**config.mk**
```make
export PLATFORM = sky130hd
export DESIGN_NAME = sprite_collision_detector
export DESIGN_NICKNAME = d
export VERILOG_FILES = /design/src/rtl/collision_pkg.sv /design/src/rtl/coord_delay.sv /design/src/rtl/sprite_collision_detector.sv
export SDC_FILE = /design/constraint.sdc
export NUM_CORES = 1
export LEC_CHECK = 0
export ABC_AREA = 1
export BUFFER_PORTS_ARGS = -buffer_cell sky130_fd_sc_hd__buf_2
export CORE_UTILIZATION = 60
export CTS_CLUSTER_DIAMETER = 50
export DETAILED_ROUTE_END_ITERATION = 8
export PLACE_DENSITY_LB_ADDON = 0.1
export SYNTH_ARGS = -nofsm -noshare
export SYNTH_HDL_FRONTEND = slang
export SYNTH_SLANG_ARGS = --single-unit
export TNS_END_PERCENT = 10
```
**constraint.sdc**
```tcl
create_clock -name pixel_clk_in -period 5.9 [get_ports pixel_clk_in]
set_input_delay 1.77 -clock pixel_clk_in [delete_from_list [all_inputs] [get_ports pixel_clk_in]]
set_output_delay 1.77 -clock pixel_clk_in [all_outputs]
set_load 0.03 [all_outputs]
```
**src/rtl/collision_pkg.sv**
```systemverilog
// Shared types and widths for the sprite collision detector.
package collision_pkg;

   typedef enum logic [1:0] {ARMED, SCAN, REPORT, LOCKED} state_t;

   localparam int CNT_W    = 16;
   localparam int HCOUNT_W = 11;
   localparam int VCOUNT_W = 10;

   function automatic logic [CNT_W-1:0] sat_inc(input logic [CNT_W-1:0] v);
      return (v == '1) ? v : v + 1'b1;
   endfunction

endpackage

```
**src/rtl/coord_delay.sv**
```systemverilog
// Fixed-depth shift register for pixel coordinates, with a valid bit that
// fills with 1s after reset so cleared stages are never mistaken for data.
module coord_delay #(
   parameter int DEPTH = 4,
   parameter int WIDTH = 21
) (
   input  logic             clk,
   input  logic             rst_n,
   input  logic [WIDTH-1:0] d,
   output logic [WIDTH-1:0] q,
   output logic             valid
);

   localparam int PW = DEPTH * WIDTH;

   logic [PW-1:0]    pipe;
   logic [DEPTH-1:0] vpipe;

   // Whole-vector shifts keep DEPTH == 1 legal without special cases.
   always_ff @(posedge clk or negedge rst_n) begin
      if (!rst_n) begin
         pipe  <= '0;
         vpipe <= '0;
      end else begin
         pipe  <= (pipe << WIDTH) | PW'(d);
         vpipe <= (vpipe << 1) | DEPTH'(1);
      end
   end

   assign q     = pipe[PW-1 -: WIDTH];
   assign valid = vpipe[DEPTH-1];

endmodule

```
**src/rtl/sprite_collision_detector.sv**
```systemverilog
// Per-frame player/obstacle overlap counter with sticky collision flag.
// Optional COLLISION_BBOX_EN reports the overlap bounding box instead of the first hit.
module sprite_collision_detector
   import collision_pkg::*;
#(
   parameter int SPRITE_LATENCY = 4,
   parameter int H_ACTIVE       = 1280,
   parameter int V_ACTIVE       = 720,
   parameter int MIN_OVERLAP    = 4
) (
   input  logic                pixel_clk_in,
   input  logic                rst_n_in,
   input  logic [HCOUNT_W-1:0] hcount_in,
   input  logic [VCOUNT_W-1:0] vcount_in,
   input  logic                player_draw_in,
   input  logic                obstacle_draw_in,
   input  logic                enable_in,
   input  logic                clear_in,
`ifdef COLLISION_BBOX_EN
   output logic [HCOUNT_W-1:0] hit_x_max_out,
   output logic [VCOUNT_W-1:0] hit_y_max_out,
`endif
   output logic                collision_out,
   output logic                frame_done_out,
   output logic [CNT_W-1:0]    overlap_count_out,
   output logic [HCOUNT_W-1:0] hit_x_out,
   output logic [VCOUNT_W-1:0] hit_y_out
);

   localparam logic [HCOUNT_W-1:0] H_END   = HCOUNT_W'(H_ACTIVE);
   localparam logic [VCOUNT_W-1:0] V_END   = VCOUNT_W'(V_ACTIVE);
   localparam logic [HCOUNT_W-1:0] H_LAST  = HCOUNT_W'(H_ACTIVE - 1);
   localparam logic [VCOUNT_W-1:0] V_LAST  = VCOUNT_W'(V_ACTIVE - 1);
   localparam logic [CNT_W-1:0]    MIN_CNT = CNT_W'(MIN_OVERLAP);

   logic [HCOUNT_W+VCOUNT_W-1:0] dcoord;
   logic [HCOUNT_W-1:0]          dh;
   logic [VCOUNT_W-1:0]          dv;
   logic                         valid;

   coord_delay #(.DEPTH(SPRITE_LATENCY), .WIDTH(HCOUNT_W + VCOUNT_W)) u_delay (
      .clk   (pixel_clk_in),
      .rst_n (rst_n_in),
      .d     ({hcount_in, vcount_in}),
      .q     (dcoord),
      .valid (valid)
   );

   assign dh = dcoord[HCOUNT_W+VCOUNT_W-1:VCOUNT_W];
   assign dv = dcoord[VCOUNT_W-1:0];

   logic active, ovl, first, last;
   assign active = valid && (dh < H_END) && (dv < V_END);
   assign ovl    = active && enable_in && player_draw_in && obstacle_draw_in;
   assign first  = valid && (dh == '0) && (dv == '0);
   assign last   = valid && (dh == H_LAST) && (dv == V_LAST);

   state_t state, state_nx;

   logic [CNT_W-1:0]    count, count_f;
   logic [HCOUNT_W-1:0] hx_lo, hx_lo_f;
   logic [VCOUNT_W-1:0] hy_lo, hy_lo_f;
`ifdef COLLISION_BBOX_EN
   logic [HCOUNT_W-1:0] hx_hi, hx_hi_f;
   logic [VCOUNT_W-1:0] hy_hi, hy_hi_f;
`endif
   logic collide, track_en, drop, report;

   // Frame totals including the current pixel; count==0 marks "no hit yet".
   always_comb begin
      count_f = ovl ? sat_inc(count) : count;
      hx_lo_f = hx_lo;
      hy_lo_f = hy_lo;
`ifdef COLLISION_BBOX_EN
      hx_hi_f = hx_hi;
      hy_hi_f = hy_hi;
`endif
      if (ovl) begin
         if (count == '0) begin
            hx_lo_f = dh;
            hy_lo_f = dv;
`ifdef COLLISION_BBOX_EN
            hx_hi_f = dh;
            hy_hi_f = dv;
         end else begin
            if (dh < hx_lo) hx_lo_f = dh;
            if (dv < hy_lo) hy_lo_f = dv;
            if (dh > hx_hi) hx_hi_f = dh;
            if (dv > hy_hi) hy_hi_f = dv;
`endif
         end
      end
   end

   assign collide = (count_f >= MIN_CNT);

   always_ff @(posedge pixel_clk_in or negedge rst_n_in) begin
      if (!rst_n_in) state <= ARMED;
      else           state <= state_nx;
   end

   always_comb begin
      state_nx = state;
      case (state)
         ARMED:   if (first) state_nx = SCAN;
         SCAN:    if (clear_in) state_nx = ARMED;
                  else if (last) state_nx = REPORT;
         REPORT:  state_nx = (clear_in || !collision_out) ? ARMED : LOCKED;
         LOCKED:  if (clear_in) state_nx = ARMED;
         default: state_nx = ARMED;
      endcase
   end

   always_comb begin
      track_en = ((state == ARMED) && first) || ((state == SCAN) && !clear_in);
      drop     = ((state == SCAN) && clear_in) || (state == REPORT);
      report   = (state == SCAN) && !clear_in && last;
   end

   always_ff @(posedge pixel_clk_in or negedge rst_n_in) begin
      if (!rst_n_in) begin
         count             <= '0;
         hx_lo             <= '0;
         hy_lo             <= '0;
         collision_out     <= 1'b0;
         frame_done_out    <= 1'b0;
         overlap_count_out <= '0;
         hit_x_out         <= '0;
         hit_y_out         <= '0;
`ifdef COLLISION_BBOX_EN
         hx_hi             <= '0;
         hy_hi             <= '0;
         hit_x_max_out     <= '0;
         hit_y_max_out     <= '0;
`endif
      end else begin
         frame_done_out <= report;
         if (track_en) begin
            count <= count_f;
            hx_lo <= hx_lo_f;
            hy_lo <= hy_lo_f;
`ifdef COLLISION_BBOX_EN
            hx_hi <= hx_hi_f;
            hy_hi <= hy_hi_f;
`endif
         end else if (drop) begin
            count <= '0;
            hx_lo <= '0;
            hy_lo <= '0;
`ifdef COLLISION_BBOX_EN
            hx_hi <= '0;
            hy_hi <= '0;
`endif
         end
         if (report) begin
            overlap_count_out <= count_f;
            if (collide) begin
               collision_out <= 1'b1;
               hit_x_out     <= hx_lo_f;
               hit_y_out     <= hy_lo_f;
`ifdef COLLISION_BBOX_EN
               hit_x_max_out <= hx_hi_f;
               hit_y_max_out <= hy_hi_f;
`endif
            end
         end
         // A clear during REPORT returns to ARMED, where the flag could never be dropped.
         if (((state == REPORT) || (state == LOCKED)) && clear_in)
            collision_out <= 1'b0;
      end
   end

endmodule

```
## After elaboration in Yosys (flattened, before gate mapping)

Index checks and enable logic that the tools add are counted.

| cells by class | value |
|---|---|
| $add $sub $neg | 1 |
| order comparisons | 3 |
| equal/unequal tests | 9 |
| muxes and demuxes | 21 |
| bitwise logic cells | 1 |
| reductions and logical operators | 30 |

Operators by type and width:

| kind | number |
|---|---|
| OR 84 x 21 -> 84 bit | 1 |
| two-way mux 16 bit | 4 |
| two-way mux 11 bit | 4 |
| two-way mux 10 bit | 4 |
| adder 16 x 1 -> 16 bit, second input constant | 1 |
| equality test 16 bit, second input constant | 1 |
| greater-or-equal comparator 16 x 3 -> 1 bit, second input constant | 1 |
| zero test 16 bit | 1 |
| logical AND 1 bit | 14 |
| equality test 11 bit, second input constant | 1 |
| zero test 11 bit | 1 |
| less-than comparator 11 bit, second input constant | 1 |
| equality test 10 bit, second input constant | 1 |
| zero test 10 bit | 1 |
| less-than comparator 10 bit, second input constant | 1 |
| two-way mux 2 bit | 5 |
| one-hot mux 2 bit (4 select lines) | 1 |
| nonzero test 2 bit | 3 |
| equality test 2 bit, second input constant | 2 |
| logical OR 1 bit | 4 |
| inequality test 2 bit, second input constant | 2 |
| AND reduction 2 bit | 2 |
| two-way mux 1 bit | 3 |
| inequality test 3 bit, second input constant | 1 |
| other kinds (4) | 5 |

| word-level totals | value |
|---|---|
| bits in registers | 166 |
| input bits | 27 |
| output and inout port bits | 39 |
| logic and storage cells | 76 |

## Logic depth before layout (Yosys ltp)

Gate-level depths: netlist (run 1).

| depth | value |
|---|---|
| word-level depth | 11 |
| mapped depth | 17 |

## By module

Synthesis (run 1) repeated with hierarchy kept, for this count alone.

| unflattened totals | value |
|---|---|
| cell total of the unflattened synthesis | 720 |
| area total of the unflattened synthesis | 6741.5 µm² |

Modules (own cells, without submodules):

| module | instances | cells an instance | area each (µm²) | sequential area each (µm²) |
|---|---|---|---|---|
| sprite_collision_detector | 1 | 610 | 4377.9 | 1951.9 |
| coord_delay | 1 | 110 | 2363.5 | 2202.1 |

## Worst setup path after synthesis (run 1)

OpenSTA, ideal clock, no wires.

| path | value |
|---|---|
| path type | input to register |
| from | input port player_draw_in |
| to | register hit_x_out[10] |
| setup time | 0.118 ns |
| arrival time | 3.101 ns |
| data required time | 5.782 ns |
| path slack | 2.681 ns |
| stages on the path | 13 |
| cell sequence | nand2_1 nor2_1 nand3_1 nor2_4 buf_6 nand3_1 o21ai_2 nand3_1 nor2_2 nand2_4 buf_4 nand3_1 nand2_1 |

| between the ends | value |
|---|---|
| word-level cells in the longest chain between the ends | 5 |

RTL lines:

| item | line | RTL |
|---|---|---|
| from (decl) | sprite_collision_detector.sv:15 | `input logic player_draw_in,` |
| logical AND 1 bit (*) (2 in series) | sprite_collision_detector.sv:54 | `assign ovl = active && enable_in && player_draw_in && obstacle_draw_in;` |
| two-way mux 16 bit | sprite_collision_detector.sv:71 | `count_f = ovl ? sat_inc(count) : count;` |
| greater-or-equal comparator 16 x 3 -> 1 bit | sprite_collision_detector.sv:95 | `assign collide = (count_f >= MIN_CNT);` |
| AND reduction 2 bit (no line) | - |  |
| to (signal assigned) | sprite_collision_detector.sv:159 | `hit_x_out <= hx_lo_f;` |
| to (decl) | sprite_collision_detector.sv:26 | `output logic [HCOUNT_W-1:0] hit_x_out,` |

Every way passes the cells marked *; elsewhere a longest branch is shown, timed or not.
A chain may end at the register's enable or synchronous reset.

## Worst setup path after layout (run 1)

| path | value |
|---|---|
| from | input port player_draw_in |
| to | register hx_lo[8] |

| between the ends | value |
|---|---|
| word-level cells in the longest chain between the ends | 4 |

RTL lines:

| item | line | RTL |
|---|---|---|
| logical AND 1 bit (2 in series) | sprite_collision_detector.sv:54 |  |
| two-way mux 11 bit | sprite_collision_detector.sv:78 | `if (ovl) begin` |
| two-way mux 11 bit | sprite_collision_detector.sv:138 | `if (track_en) begin` |
| to (signal assigned) | sprite_collision_detector.sv:140 | `hx_lo <= hx_lo_f;` |
| to (decl) | sprite_collision_detector.sv:61 | `logic [HCOUNT_W-1:0] hx_lo, hx_lo_f;` |

Every way passes these cells.

==> impl_metrics.toml, run 1 <==
[status]
status = "finished, final reports clean"

[detailed_routing]
dr.pass1.iters = 6
drcViolationCount = 0
wl_per_cell_um = 15.85
ant_nets = 0
vias = 5059
drt_iter0_markers = 442
via_per_inst = 5.428
routed_wl_mm = 14.78

[clock_tree]
cts_tree = "done"
hold_buffers = 0
clk-insertion-delay-late_ns = 0.54
numCtsBuffers = 17
clk_pin_slew_worst_paths_ns = 0.07
cts.sinks = 166
ctsResizeCount = 0
htree_levels = 4
root_buffer = "clkbuf_8"
cts_setup_buffers = 0
clock_path_buffers = 2

[worst_hold_path]
worstHoldPathType = "flop to flop"

[critical_path]
r2r-start = "u_delay.pipe[67]$_DFF_PN0_"
crit_path_end_kind = "flop"
crit_fanout = 38
rrSetupSlack_ns = 3.02
cp.required_ns = 6.38
reg2reg_to = "hx_lo[8]$_DFFE_PN0P_"
path_class = "input pin to flop"
critPathLaunchType = "input pin"
cp-startpoint = "player_draw_in"
worst_ep_arrival_time_ns = 4.21
endpoint = "hx_lo[8]$_DFFE_PN0P_"
ff2ff_path_depth = 9

[final_layout]
fillers = 829
drive_above_1_share_pct = 17.55
n_antenna_cell = 0
multiInputGateArea_um2 = 2186
ff_latch_area_um2 = 4154
finalNetCount = 808
syn2layout_area_growth_pct = 14.27

[power]
p_int_mw = 1.823
power_leakage_nw = 3.903
seq_power_share_pct = 48.7
p_clk_share_pct = 41.4
switchingPower_mw = 0.6778
power_density_nw_per_um2 = 327.2
vdd_ir_drop_max_mv = 0.3111
combPwrFrac_pct = 9.9
switching_share_pct = 27.10

[placed_design]
port-buffer-count = 65
dpl.hpwl_mm = 9.816
globalplace.congestion = 0.8818

[synth]
synth.most_common_cell = "nand2_1"
syn-mean-instance-area_um2 = 9.370
synth_area_leader_cell = "dfrtp_1"
yosys_warnings = 0
synth_edf_count = 0
yosysTopAreaCellShare_pct = 62.09
synthArstFlopShare_pct = 100.0
syn_nets = 743
ys_types = 32
ys_seq_elements = 166
synth_common_cells = "247 x nand2_1, 166 x dfrtp_1, 55 x o21ai_0"
yosysSeqAreaShare_pct = 62.09
synth_cells = 714
synth_flop_cell = "dfrtp_1"
synth.cell_area_um2 = 6690
yosys-top-cells-area = "dfrtp_1 62%, nand2_1 14%, o21ai_0 4.1%, nand3_1 4.0%, inv_1 2.6%"

[sta]
finClkSkew_ns = 0.008193
grt_setup_unrepaired = "false"
max_freq_mhz = 268.6
max_slew.worst_pin.slew_ns = 1.052
setup_tns_ns = 0
finalCritPeriodShare_pct = 63.10
slew-limit-headroom_pct = 29.71
fin_crit_ns = 3.723
drv_slew = 0
finalSetupViolations = 0
hold_viol_final = 0
finalHoldWorstSlack_ns = 0.3436

[floorplan]
dieArea_um2 = 11580
die_w_um = 107.6
core_um2 = 10840
ios = 66
rows = 38
die_h_um = 107.6
start_util_pct = 61.72

[global_route]
track_usage_pct = 28.14
grt-ovfl-total = 0
grt_max_degree = 112
grt_pass1_vias = 4772
grt_pass1_wl_mm = 23.94
antenna_found_initial = 0

[flow_run]
cap_violations = 0
## worst max-delay path, cell delays in order
cell     delay, ns
buf_2         0.08
nand2_1       0.08
nor2_1        0.12
nand3_1       0.12
nor2_4        0.48
nand2_1       0.77
o21ai_0       0.56
nand2_1       0.11
nand2_1       0.10
## through the flow
step / instances / total power [mW] / area [µm²] / util (%) / setup slack (ns)
after floorplan: 714 / 1.395 / 6690 / - / 2.681
after global placement: 900 / 1.475 / 7091 / 65.41 / 1.822
after detailed placement: 900 / 1.484 / 7091 / 65.41 / 1.651
after CTS: 932 / 2.517 / 7645 / 70.52 / 2.210
after global routing: 932 / 2.597 / 7645 / 70.52 / 1.903
final: 932 / 2.501 / 7645 / 70.52 / 2.177
## layout by cell type, fill, tap and decap left out, types with 7 or more instances in the layout
cell,Yosys,final
buf_2,4,64
clkbuf_16,0,16
dfrtp_1,166,166
inv_1,46,46
inv_2,10,10
nand2_1,247,247
nand2_2,7,7
nand3_1,53,53
nand4_1,16,16
nor2_1,41,41
nor2_4,8,8
o21ai_0,55,55
## metal layers
metal  wire length, µm  GRT usage, %  share of wire [%]
met1              6422         38.22                 43
met2              6907         43.22                 47
met3              1063         7.264                7.2
met4               382         11.74                2.6
met5                 0             0                  0
## cell families after synthesis
group,share of synthesized area [%]
AO/OA/AOI/OAI,5.068
AND/OR/NAND/NOR,26.65
other,0.05605
buffers and inverters,5.237
flip-flops,62.09
XOR/XNOR,0.5236
adder cells (fa/ha/maj),0.3740
## worst min path at each step
| stage | cells past startpoint | from | slack [ns] | endpoint |
|---|---|---|---|---|
| 2_1_floorplan | 0 | u_delay.pipe[0]$_DFF_PN0_ | 0.33 | u_delay.pipe[21]$_DFF_PN0_ |
| 3_3_place_gp | 0 | u_delay.pipe[10]$_DFF_PN0_ | 0.33 | u_delay.pipe[31]$_DFF_PN0_ |
| 3_5_place_dp | 0 | u_delay.pipe[0]$_DFF_PN0_ | 0.33 | u_delay.pipe[21]$_DFF_PN0_ |
| 4_1_cts | 0 | u_delay.pipe[10]$_DFF_PN0_ | 0.34 | u_delay.pipe[31]$_DFF_PN0_ |
| 5_1_grt | 0 | u_delay.pipe[32]$_DFF_PN0_ | 0.35 | u_delay.pipe[53]$_DFF_PN0_ |
| 6_report | 0 | u_delay.pipe[32]$_DFF_PN0_ | 0.34 | u_delay.pipe[53]$_DFF_PN0_ |
## power by group through the flow
stage	clock network, mW	registers, mW	logic, mW
after floorplan	0	1.23	0.166
after global placement	0	1.23	0.241
after detailed placement	0	1.24	0.247
after CTS	1.05	1.22	0.248
after global routing	1.10	1.22	0.274
final	1.04	1.22	0.248
## registers in the layout, indices dropped and copies added (netlist names)
register	cells
state	2
frame_done_out	1
hy_lo	10
hit_y_out	10
collision_out	1
u_delay.pipe	84
hit_x_out	11
u_delay.vpipe	4
hx_lo	11
count	16
overlap_count_out	16
## area by class of cell
type	instances	share of cell area (%)
clock buffers	20	5.696
multi-input cells	468	28.59
repair buffers	69	4.730
inverters	57	2.799
clock inverters	12	1.555
flip-flops and latches	166	54.34
well taps	140	2.291
Note: power is estimated with default switching activity, not from simulation.
==> run 2: changes to the inputs <==
--- a/config.mk
+++ b/config.mk
@@ -5,9 +5,9 @@
 export SDC_FILE = /design/constraint.sdc
 export NUM_CORES = 1
 export LEC_CHECK = 0
-export ABC_AREA = 1
+export ABC_AREA = 0
 export BUFFER_PORTS_ARGS = -buffer_cell sky130_fd_sc_hd__buf_2
-export CORE_UTILIZATION = 60
+export CORE_UTILIZATION = 58
 export CTS_CLUSTER_DIAMETER = 50
 export DETAILED_ROUTE_END_ITERATION = 8
 export PLACE_DENSITY_LB_ADDON = 0.1
==> constraint.sdc (replaced) <==
create_clock -name pixel_clk_in -period 3.55 [get_ports pixel_clk_in]
set_input_delay 1.065 -clock pixel_clk_in [delete_from_list [all_inputs] [get_ports pixel_clk_in]]
set_output_delay 1.065 -clock pixel_clk_in [all_outputs]
set_load 0.03 [all_outputs]
==> run 2 against run 1 <==
Against the previous run:
- synthesized cell count down 33%
- first-iteration DRC count down 31%
- combinational power down 67%
- die area down 1.2%
- global-route usage down 2.0 points
- worst hold slack better by 0.0035 ns
- count of clock-buffer cells in the layout down 2
- via count down 18%
- register-to-register slack worse by 2.6 ns
- sequential share of layout area up 0.48 points
- non-clock buffer count up 19
- final cell count down 24%
- critical path type is now flop to flop
- largest cell class unchanged
- highest routed layer unchanged
==> impl_metrics.toml, run 2 <==
[synth]
synth.most_common_cell = "dfrtp_1"
yosys_warnings = 0
synth_edf_count = 0
syn_nets = 508
synth_cells = 479
synth_area_leader_cell = "dfrtp_1"
synth_common_cells = "166 x dfrtp_1, 40 x nand2_1, 33 x o21ai_0"
ys_seq_elements = 166
yosys-top-cells-area = "dfrtp_1 65%, mux2_4 4.5%, mux2_2 4.4%, a22o_1 3.0%, o21ai_0 2.6%"
syn-mean-instance-area_um2 = 13.33
synthArstFlopShare_pct = 100.0
yosysTopAreaCellShare_pct = 65.05
synth.cell_area_um2 = 6386
ys_types = 57
yosysSeqAreaShare_pct = 65.05
synth_flop_cell = "dfrtp_1"

[final_layout]
n_antenna_cell = 0
final_cells = 707
final_cell_area_um2 = 7577
layout_common_cells = "166 x dfrtp_1, 64 x buf_2, 40 x nand2_1"
finalNetCount = 587
mostFrequentLayoutCell = "dfrtp_1"
largest_register_ffs = 84
largest_register = "u_delay.pipe"
reg.largest.list = "u_delay.pipe x84, count x16, overlap_count_out x16"
syn2layout_area_growth_pct = 18.65
drive_above_1_share_pct = 31.17

[sta]
max_slew.worst_pin.slew_ns = 0.6643
setup_tns_ns = 0
finClkSkew_ns = 0.01170
grt_setup_unrepaired = "false"
worst_slack_ns = 0.3867
finalSetupViolations = 0
max_freq_mhz = 316.1
finalHoldWorstSlack_ns = 0.3471
hold_viol_final = 0
fin_crit_ns = 3.163
finalCritPeriodShare_pct = 89.11
slew-limit-headroom_pct = 55.71
drv_slew = 0

[clock_tree]
root_buffer = "clkbuf_8"
clock_path_buffers = 2
ctsResizeCount = 0
htree_levels = 4
cts_tree = "done"
cts.sinks = 166
clk_pin_slew_worst_paths_ns = 0.08
hold_buffers = 0
numCtsBuffers = 17
cts_setup_buffers = 0
clk-insertion-delay-late_ns = 0.53

[global_route]
grt_pass1_vias = 4180
grt_pass1_wl_mm = 22.09
track_usage_pct = 26.09
antenna_found_initial = 0
grt_max_degree = 73
grt-ovfl-total = 0

[detailed_routing]
wl_per_cell_um = 18.68
vias = 4150
dr.pass1.iters = 5
ant_nets = 0
drcViolationCount = 0
routed_wl_mm = 13.21
drt_iter0_markers = 306
via_per_inst = 5.870

[power]
vdd_ir_drop_max_mv = 0.5608
power_density_nw_per_um2 = 516.5
power_leakage_nw = 3.543

[critical_path]
worst_ep_arrival_time_ns = 3.57
critPathTopFamily = "simple AND/OR/NAND/NOR gates"
cp.required_ns = 3.96
r2r-start = "count[1]$_DFFE_PN0P_"
crit_path_end_kind = "flop"
crit_fanout = 22
cpPeakStageDelay_ns = 0.56
worst-path-stages = 10
ff2ff_path_depth = 10
cp_slowest_cell = "or4_4"
critPathLaunchType = "flop"
path_class = "flop to flop"
cp_cell_sequence = "ha_1, nand3_4, or4_4, nand3_1, buf_4, o21ai_0, a221oi_1, a41oi_4, buf_12, mux2_4"
cp-startpoint = "count[1]$_DFFE_PN0P_"
cp_num_buf_inv = 2

[placed_design]
dpl.hpwl_mm = 8.867
port-buffer-count = 65
placedCellCount = 675
globalplace.congestion = 0.9114
place_ws_ns = 0.1003
placed_area_um2 = 6963

[floorplan]
start_util_pct = 60.77
dieArea_um2 = 11430
rows = 37
die_w_um = 106.9
die_h_um = 106.9
ios = 66
core_um2 = 10510

[flow_run]
cap_violations = 0

[worst_hold_path]
worstHoldPathType = "flop to flop"
min_from = "u_delay.pipe[45]$_DFF_PN0_"
holdPathStages = 0

[status]
status = "finished, final reports clean"
[run 2: cell count changes after synthesis, moves of 22 or more]
cell and delta:
inv_1 -40, a22o_1 +22, nor2_1 -24, nand2_1 -207
o21ai_0 -22, nand3_1 -45, mux2_2 +25
[run 2: report_power, final]
group	leakage [nW]	switching (mW)	total (mW)	internal, mW
Clock	0.289	0.796	1.85	1.05
Combinational	1.15	0.0556	0.0819	0.0263
Sequential	2.10	0.0395	1.98	1.94
[run 2: kinds of logic after synthesis]
| group | Yosys count | synth area share [%] |
|---|---|---|
| adder cells (fa/ha/maj) | 2 | 0.3918 |
| AND/OR/NAND/NOR | 121 | 10.29 |
| multiplexers | 46 | 9.189 |
| buffers and inverters | 34 | 2.625 |
| other | 1 | 0.05872 |
| flip-flops | 166 | 65.05 |
| AO/OA/AOI/OAI | 96 | 10.62 |
| XOR/XNOR | 13 | 1.783 |
[run 2: layout make-up]
| class | count | area [µm²] |
|---|---|---|
| Sequential cell | 166 | 4154 |
| Timing Repair Buffer | 88 | 529.3 |
| Clock buffer | 18 | 427.9 |
| Multi-Input combinational cell | 279 | 2087 |
| Tap cell | 136 | 170.2 |
| Clock inverter | 14 | 186.4 |
| Inverter | 6 | 22.52 |
| Fill cell | 681 | 2932 |
[run 2: final timing paths]
check,end,slack [ns]
max,hit_y_out[8]$_DFFE_PN0P_,0.39
min,u_delay.pipe[66]$_DFF_PN0_,0.35
max reg2reg,hit_y_out[8]$_DFFE_PN0P_,0.39
min reg2reg,u_delay.pipe[66]$_DFF_PN0_,0.35
max in group asynchronous,hx_lo[1]$_DFFE_PN0P_,2.23
min in group asynchronous,overlap_count_out[6]$_DFFE_PN0P_,0.54
[run 2: layer usage]
layer | wire [µm] | vias up | track usage (%) | share of wire [%]
li1 | - | 1887 | - | -
met1 | 6293 | 2088 | 39.53 | 48
met2 | 5968 | 149 | 36.77 | 45
met3 | 623 | 26 | 5.289 | 4.7
met4 | 322 | 0 | 11.25 | 2.4
met5 | 0 | - | 0 | 0
[run 2: worst register-to-register path, stage by stage (launching register included)]
cell and delay, ns:
dfrtp_1 0.45, ha_1 0.26, nand3_4 0.16, or4_4 0.57, nand3_1 0.14, buf_4 0.20
o21ai_0 0.12, a221oi_1 0.42, a41oi_4 0.19, buf_12 0.21, mux2_4 0.32
[run 2: metrics by stage]
| step | power [mW] | utilization [%] |
|---|---|---|
| after floorplan | 2.023 | - |
| after global placement | 2.096 | 66.26 |
| after detailed placement | 2.104 | 66.26 |
| after CTS | 3.965 | 72.10 |
| after global routing | 4.056 | 72.10 |
| final | 3.914 | 72.10 |
